--- src/rtl/fft_stage_sequencer_if.sv ---
// Butterfly-unit handshake between the FFT stage sequencer (master) and the
// butterfly datapath (slave): operand addresses, twiddle index and retire pulse.
interface fft_stage_sequencer_if #(
    parameter int LOG2N = 4
);
    logic             bf_valid;
    logic             bf_ready;
    logic             bf_done;
    logic [LOG2N-1:0] bf_addr_a;
    logic [LOG2N-1:0] bf_addr_b;
    logic [LOG2N-2:0] bf_twiddle;

    modport master (
        output bf_valid,
        output bf_addr_a,
        output bf_addr_b,
        output bf_twiddle,
        input  bf_ready,
        input  bf_done
    );

    modport slave (
        input  bf_valid,
        input  bf_addr_a,
        input  bf_addr_b,
        input  bf_twiddle,
        output bf_ready,
        output bf_done
    );
endinterface

--- src/rtl/fft_stage_sequencer.sv ---
// Radix-2 in-place FFT stage sequencer: issues N/2 butterflies per stage, waits
// for all write-backs before advancing, and flags unmatched completions.
module fft_stage_sequencer #(
    parameter int LOG2N = 4
) (
    input  logic                  clk,
    input  logic                  reset,
    input  logic                  start,
    fft_stage_sequencer_if.master bf,
    output logic                  stage_strobe,
    output logic [3:0]            stage_count,
    output logic                  busy,
    output logic                  done,
    output logic                  err
);
    typedef enum logic [1:0] {
        IDLE    = 2'd0,
        ISSUE   = 2'd1,
        DRAIN   = 2'd2,
        ADVANCE = 2'd3
    } state_e;

    localparam logic [3:0]       LAST_S = 4'(LOG2N - 1);
    localparam logic [LOG2N-2:0] K_LAST = '1;
    localparam logic [LOG2N-1:0] ONE    = {{(LOG2N-1){1'b0}}, 1'b1};

    state_e           state_q;
    logic [LOG2N-2:0] k_q;
    logic [3:0]       s_q;
    logic [LOG2N-1:0] outstanding_q;
    logic [LOG2N-1:0] outstanding_d;
    logic             err_q;
    logic             err_d;

    logic             issue_s;
    logic             transfer_s;
    logic             start_acc_s;
    logic             stray_s;
    logic [LOG2N-1:0] k_ext_s;
    logic [LOG2N-1:0] pos_s;
    logic [LOG2N-1:0] addr_a_s;
    logic [LOG2N-1:0] addr_b_s;
    logic [LOG2N-2:0] tw_s;

    assign issue_s     = (state_q == ISSUE);
    assign transfer_s  = issue_s & bf.bf_ready;
    assign start_acc_s = (state_q == IDLE) & start;

    // Butterfly k of stage s: insert a zero at bit s of k to get the upper leg.
    always_comb begin
        k_ext_s  = {1'b0, k_q};
        pos_s    = k_ext_s & ((ONE << s_q) - ONE);
        addr_a_s = ((k_ext_s >> s_q) << (s_q + 4'd1)) | pos_s;
        addr_b_s = addr_a_s | (ONE << s_q);
        tw_s     = pos_s[LOG2N-2:0] << (LAST_S - s_q);
    end

    // Outstanding-operation bookkeeping and sticky error on unmatched completions.
    always_comb begin
        outstanding_d = outstanding_q;
        stray_s       = 1'b0;
        case ({transfer_s, bf.bf_done})
            2'b10: outstanding_d = outstanding_q + ONE;
            2'b01: begin
                if (outstanding_q != '0) begin
                    outstanding_d = outstanding_q - ONE;
                end else begin
                    stray_s = 1'b1;
                end
            end
            default: outstanding_d = outstanding_q;
        endcase
        if (start_acc_s) begin
            err_d = 1'b0;
        end else if (stray_s) begin
            err_d = 1'b1;
        end else begin
            err_d = err_q;
        end
    end

    // Sequencer FSM: butterfly index, stage index and outstanding counter.
    always_ff @(posedge clk or posedge reset) begin
        if (reset) begin
            state_q       <= IDLE;
            k_q           <= '0;
            s_q           <= 4'd0;
            outstanding_q <= '0;
            err_q         <= 1'b0;
        end else begin
            outstanding_q <= outstanding_d;
            err_q         <= err_d;
            case (state_q)
                IDLE: begin
                    if (start) begin
                        state_q <= ISSUE;
                        k_q     <= '0;
                        s_q     <= 4'd0;
                    end else begin
                        state_q <= IDLE;
                    end
                end
                ISSUE: begin
                    if (transfer_s) begin
                        if (k_q == K_LAST) begin
                            k_q     <= '0;
                            state_q <= DRAIN;
                        end else begin
                            k_q <= k_q + 1'b1;
                        end
                    end else begin
                        k_q <= k_q;
                    end
                end
                // Next-state count lets the final write-back retire the stage one cycle later.
                DRAIN: begin
                    if (outstanding_d == '0) begin
                        state_q <= ADVANCE;
                    end else begin
                        state_q <= DRAIN;
                    end
                end
                ADVANCE: begin
                    if (s_q == LAST_S) begin
                        s_q     <= 4'd0;
                        state_q <= IDLE;
                    end else begin
                        s_q     <= s_q + 4'd1;
                        state_q <= ISSUE;
                    end
                end
                default: begin
                    state_q <= IDLE;
                    k_q     <= '0;
                    s_q     <= 4'd0;
                end
            endcase
        end
    end

    assign bf.bf_valid   = issue_s;
    assign bf.bf_addr_a  = issue_s ? addr_a_s : '0;
    assign bf.bf_addr_b  = issue_s ? addr_b_s : '0;
    assign bf.bf_twiddle = issue_s ? tw_s : '0;
    assign stage_strobe  = (state_q == ADVANCE);
    assign done          = (state_q == ADVANCE) & (s_q == LAST_S);
    assign busy          = (state_q != IDLE);
    assign stage_count   = busy ? s_q : 4'd0;
    assign err           = err_q;
endmodule

--- src/flat_wrapper.sv ---
// flat-port wrapper written by rule: the top's interface ports become plain ports
module fft_stage_sequencer_flat 
#(
    parameter int LOG2N = 4
)
  (clk, reset, start, stage_strobe, stage_count, busy, done, err, bf_bf_valid, bf_bf_addr_a, bf_bf_addr_b, bf_bf_twiddle, bf_bf_ready, bf_bf_done);
  fft_stage_sequencer_if #(.LOG2N(LOG2N)) bf_i ();
  input  logic clk;
  input  logic reset;
  input  logic start;
  output logic stage_strobe;
  output logic [3:0] stage_count;
  output logic busy;
  output logic done;
  output logic err;
  output wire logic [$bits(bf_i.bf_valid)-1:0] bf_bf_valid;
  output wire logic [$bits(bf_i.bf_addr_a)-1:0] bf_bf_addr_a;
  output wire logic [$bits(bf_i.bf_addr_b)-1:0] bf_bf_addr_b;
  output wire logic [$bits(bf_i.bf_twiddle)-1:0] bf_bf_twiddle;
  input wire logic [$bits(bf_i.bf_ready)-1:0] bf_bf_ready;
  input wire logic [$bits(bf_i.bf_done)-1:0] bf_bf_done;
  assign bf_bf_valid = bf_i.bf_valid;
  assign bf_bf_addr_a = bf_i.bf_addr_a;
  assign bf_bf_addr_b = bf_i.bf_addr_b;
  assign bf_bf_twiddle = bf_i.bf_twiddle;
  assign bf_i.bf_ready = bf_bf_ready;
  assign bf_i.bf_done = bf_bf_done;
  fft_stage_sequencer #(.LOG2N(LOG2N)) u_core (.clk(clk), .reset(reset), .start(start), .bf(bf_i), .stage_strobe(stage_strobe), .stage_count(stage_count), .busy(busy), .done(done), .err(err));
endmodule
--- config.mk ---
export PLATFORM = sky130hd
export DESIGN_NAME = fft_stage_sequencer_flat
export DESIGN_NICKNAME = d
export VERILOG_FILES = /design/src/rtl/fft_stage_sequencer_if.sv /design/src/rtl/fft_stage_sequencer.sv /design/src/flat_wrapper.sv
export SDC_FILE = /design/constraint.sdc
export NUM_CORES = 1
export LEC_CHECK = 0
export ABC_AREA = 1
export BUFFER_PORTS_ARGS = -buffer_cell sky130_fd_sc_hd__buf_2
export CAP_MARGIN = 20
export CORE_UTILIZATION = 48
export DETAILED_ROUTE_END_ITERATION = 7
export PLACE_DENSITY = 0.7
export SLEW_MARGIN = 20
export SYNTH_ARGS = -nofsm -noshare
export SYNTH_HDL_FRONTEND = slang
export SYNTH_SLANG_ARGS = --single-unit
--- constraint.sdc ---
create_clock -name clk -period 3.2 [get_ports clk]
set_input_delay 0.64 -clock clk [delete_from_list [all_inputs] [get_ports clk]]
set_output_delay 0.64 -clock clk [all_outputs]
set_load 0.01 [all_outputs]
Yosys cells after proc, flatten, opt, wreduce, memory -nomap -nowiden
Index checks and enable logic that the tools add are counted.
Operators by class
  add/subtract/negate cells: 6
  eq/ne operators: 10
  shift-type cells: 4
  mux-type cells: 23
  bitwise logic cells: 6
  reduce and logical (&&, ||, !) cells: 10
Operators by type and width (number)
  $mux W4: 6
  $pmux W4 S2: 2
  $mux W3: 4
  $add A4 B1 Y4 const B: 2
  $or A4 B4 Y4: 2
  $pmux W2 S4: 1
  $reduce_bool A2 Y1: 4
  $sub A4 B1 Y4 const B: 2
  $mux W1: 7
  $eq A2 B2 Y1 const B: 3
  $ne A2 B2 Y1 const B: 3
  $pmux W3 S2: 1
  $and A3 B4 Y4: 1
  $eq A2 B1 Y1 const B: 2
  $eq A4 B2 Y1 const B: 1
  $logic_not A4 Y1: 1
  $mux W2: 2
  $reduce_and A2 Y1: 2
  $reduce_bool A4 Y1: 1
  $shl A1 B4 Y4 const A: 1
  $shl A3 B4 Y3: 1
  $shl A4 B4 Y4: 1
  $shr A3 B4 Y4: 1
  $sub A2 B4 Y4 const A: 1
  5 further kinds: 7
Storage, ports and cells
  bits in registers: 14
  input bits: 5
  output and inout port bits: 20

Longest topological paths before layout
  word-level depth: 7
  gate-level depth with buffers: 14

Least setup slack after synthesis
Ideal clock, no wire load.
  path type: flip-flop to output port
  start: register u_core.s_q[0]
  end: output port bf_bf_twiddle[1]
  data arrival time: 1.540 ns
  path slack: 1.020 ns
  stages on the path, launching flop included: 10
  path buffers: 1
  cell sequence: dfrtp_1 -> buf_6 -> nor2_4 -> nand2_1 -> ha_1 -> inv_1 -> nand2_1 -> o21ai_0 -> nand4_1 -> a21oi_1
Between the ends
  word-level cells in the longest chain between the ends: 5
  elaborated cells between the ends (all ways): 6
  those cells by class: 2 x add/sub; 2 x shift; 1 x mux; 1 x bitwise
Ends and longest elaborated chain
  from (decl): line fft_stage_sequencer.sv:29  | logic [3:0] s_q;
  from (signal assigned): line fft_stage_sequencer.sv:128  | s_q <= s_q + 4'd1;
  $shl A1 B4 Y4: line fft_stage_sequencer.sv:52  | pos_s = k_ext_s & ((ONE << s_q) - ONE);
  $sub A4 B1 Y4: line fft_stage_sequencer.sv:52
  $and A3 B4 Y4: line fft_stage_sequencer.sv:52
  $shl A3 B4 Y3 *: line fft_stage_sequencer.sv:55  | tw_s = pos_s[LOG2N-2:0] << (LAST_S - s_q);
  $mux W3 *: line fft_stage_sequencer.sv:144  | assign bf.bf_twiddle = issue_s ? tw_s : '0;
  to (decl): line flat_wrapper.sv:19  | output wire logic [$bits(bf_i.bf_twiddle)-1:0] bf_bf_twiddle;
Every way passes the cells marked *; elsewhere a longest branch is shown, timed or not.

Final worst setup path
Same ends and word-level chain as after synthesis.

==> metrics.md <==
| Metric | Value |
|---|---|
| Period minus WS final | 2.747 ns |
| Slew of the pin with the lowest slew margin | 0.5251 ns |
| Share of layout cells above drive strength 1 | 18.10% |
| Cell variety after synth | 30 |
| Final net count | 252 |
| Vias in the first global route | 1202 |
| Core Rows | 19 |
| Initial detailed-routing violation count | 55 |
| Top delay family on crit path | flip-flops |
| Worst R2R Path Depth | 13 |
| Dominant synthesized flop cell | dfrtp_1 |
| TritonRoute pass-1 iters | 4 |
| Syn Std Cell Area | 1374 um^2 |
| Mapped Cells | 210 |
| Die width | 55.50 um |
| H-tree depth | 1 |
| Largest net degree at the start of global routing | 15 |
| Max Fclk | 364.1 MHz |
| Crit share post-route | 85.83% |
| DRT Wirelength | 3.044 mm |
| DR WL/cell | 11.57 um |
| Util after Layout | 55.42% |
| Placed cells | 260 |
| Synth area leader | dfrtp_1 |
| Register area share after synthesis | 25.50% |
| Clk root buf | clkbuf_4 |
| Slowest stage delay, CP | 0.56 ns |
| Syn nets | 228 |
| Finished Layout Cells | 263 |
| Max-slew violations | 0 |
| Flip-flop and latch count after synthesis | 14 |
| Io pins | 25 |
| RSZ-0062 raised after global routing | false |
| Leak | 0.8881 nW |
| Worst R2R Start | u_core.state_q[1] |
| Worst setup EP type | output port |
| First-pass GRT wire length | 5.292 mm |
| Crit path capture | bf_bf_twiddle[1] |
| Avg Inst Size Synth | 6.542 um^2 |
| Clock sink count | 14 |
| Max stage delay cell, worst path | dfrtp_1 |
| CTS tree | done |
| Max VDD drop | 600.0 uV |
| Status | finished clean |
| Clock slew at reported path FFs | 0.09 ns |
| Tot GR Track Use | 21.30% |
| P&R area growth vs syn | 10.29% |
| Buffer and inverter count on the worst path | 3 |
| Via Count | 1371 |
| Post-Route Skew | 0.007828 ns |
| Setup slack, reg-to-reg | 0.91 ns |
| Detail Route Antenna Nets | 0 |
| Power, Total | 1.543 mW |
| Power Density | 1018 nW/um^2 |
| Placer congestion estimate | 0.9286 |
| Cts hold-fix bufs | 0 |
| Worst path required time | 2.56 ns |
| Die Footprint | 3080 um^2 |
| Core Box Area | 2734 um^2 |
| Top-count cell post-synth | nand2_1 |
| Post-synth EDFFs | 0 |
| Hold Crit Class | input port to asynchronous set/reset pin |
| Initial antenna violation count | 0 |
| Postcts setup bufs | 0 |
| Worst EP arrival | 2.11 ns |
| CTS resizes | 0 |
| DRC viols | 0 |
| Num CTS Buffers | 3 |
| Post-synth top cells | nand2_1, inv_1, nand3_1, nor2_1, dfrtp_1 |
| Clock insertion delay at the later pin of the skew report | 0.29 ns |
| Stages on worst setup path | 10 |
| DIE HEIGHT | 55.50 um |
| CP Cell Sequence | inv_2 -> nor2_1 -> nand2_2 -> ha_1 -> inv_1 -> nand2_1 -> o21ai_0 -> nand4_1 -> a21oi_1 -> buf_2 |
| Max_slew headroom | 64.62% |
| CTS max path bufs | 2 |
| Total grt overflow | 0 |
| Ant diodes | 0 |
| Crit start category | register |
| Starting Density | 50.25% |
| Final Hold Viols | 0 |
| Ys async rst share | 100.0% |
| Reg2Reg Capture Point | u_core.state_q[0] |
| Synth top area share | 25.50% |
| Port bufs | 24 |
| Setup violations, final | 0 |
| Setup CP Type | register to output port |
| Dominant cells by area after synthesis | dfrtp_1, nand2_1, ha_1 |
| CP Max Fanout | 9 |
| Synthesis Warnings | 0 |
| TNS Setup | 0 ns |
| Vias per std cell | 5.213 |
| Placed wire-length estimate | 2.446 mm |
| CP Launch Point | u_core.s_q[0] |
| Max cap viols | 0 |
## kinds of logic (layout without fill, tap and decap cells)
| family | after synthesis | after routing | synth area share, % |
|---|---|---|---|
| simple gates | 103 | 103 | 33.42 |
| flops | 14 | 14 | 25.50 |
| xor+xnor | 2 | 2 | 1.275 |
| buf+inv | 46 | 68 | 14.21 |
| compound gates | 31 | 31 | 13.02 |
| fa+ha+maj | 13 | 13 | 11.84 |
| mux | 1 | 1 | 0.7286 |
## how the worst min path moves through the flow
stage	startpoint	endpoint	slack [ns]
2_1_floorplan	u_core.k_q[1]	u_core.k_q[1]	0.50
3_3_place_gp	u_core.err	u_core.err	0.51
3_5_place_dp	u_core.err	u_core.err	0.52
4_1_cts	reset	u_core.state_q[0]	0.40
5_1_grt	reset	u_core.s_q[1]	0.43
6_report	reset	u_core.outstanding_q[1]	0.37
## worst reg2reg max path, cell delays in order, from the launching register on
cell	delay [ns]
dfrtp_1	0.41
inv_1	0.10
ha_1	0.47
nand2_1	0.19
ha_1	0.42
inv_1	0.08
nand2_1	0.10
nand2_1	0.07
nand2_2	0.08
nor2_1	0.04
nand3_1	0.07
nand2_1	0.07
nand2_1	0.06
nand2_1	0.04
## cell usage in the layout, fill, tap and decap left out, drive strengths merged, types with 4 or more instances in the layout
| master | netlist | final |
|---|---|---|
| nand2 | 61 | 61 |
| nand3 | 18 | 18 |
| o21ai | 10 | 10 |
| a21oi | 10 | 10 |
| ha | 13 | 13 |
| dfrtp | 14 | 14 |
| buf | 4 | 24 |
| nor2 | 19 | 19 |
| a21boi | 4 | 4 |
| inv | 40 | 40 |
## metal layers
metal / GRT usage, % / routed length [um] / part of all wire, %
met1: 31.19 / 1506 / 49
met2: 32.19 / 1314 / 43
met3: 4.918 / 184 / 6.0
met4: 4.286 / 38 / 1.2
met5: 0 / 0 / 0
## state kept, by name, indices dropped and copies added (netlist names)
signal                flops
u_core.err                1
u_core.outstanding_q      4
u_core.s_q                4
u_core.state_q            2
u_core.k_q                3
## area by class of cell
type | instances | area (um^2)
fillers | 292 | 1219
clock buffers | 3 | 22.52
repair buffers | 24 | 120.1
well taps | 31 | 38.79
inverters | 41 | 155.1
flip-flops and latches | 14 | 350.3
multi-input cells | 150 | 828.3
## stage by stage
stage	instance area (um^2)	hold slack, ns	setup WS [ns]
floorplan	1374	0.4997	1.020
global placement	1493	0.5125	0.7889
detailed placement	1493	0.5248	0.7670
CTS	1515	0.4042	0.4384
global route	1515	0.4297	0.1750
finish	1515	0.3737	0.4533
## report_power, final
group	internal [mW]	leakage [nW]	switching [mW]
clock	0.0438	0.0138	0.0585
combinational	0.388	0.695	0.681
sequential	0.253	0.179	0.119
No activity file was read; power rests on OpenSTA's default activity.
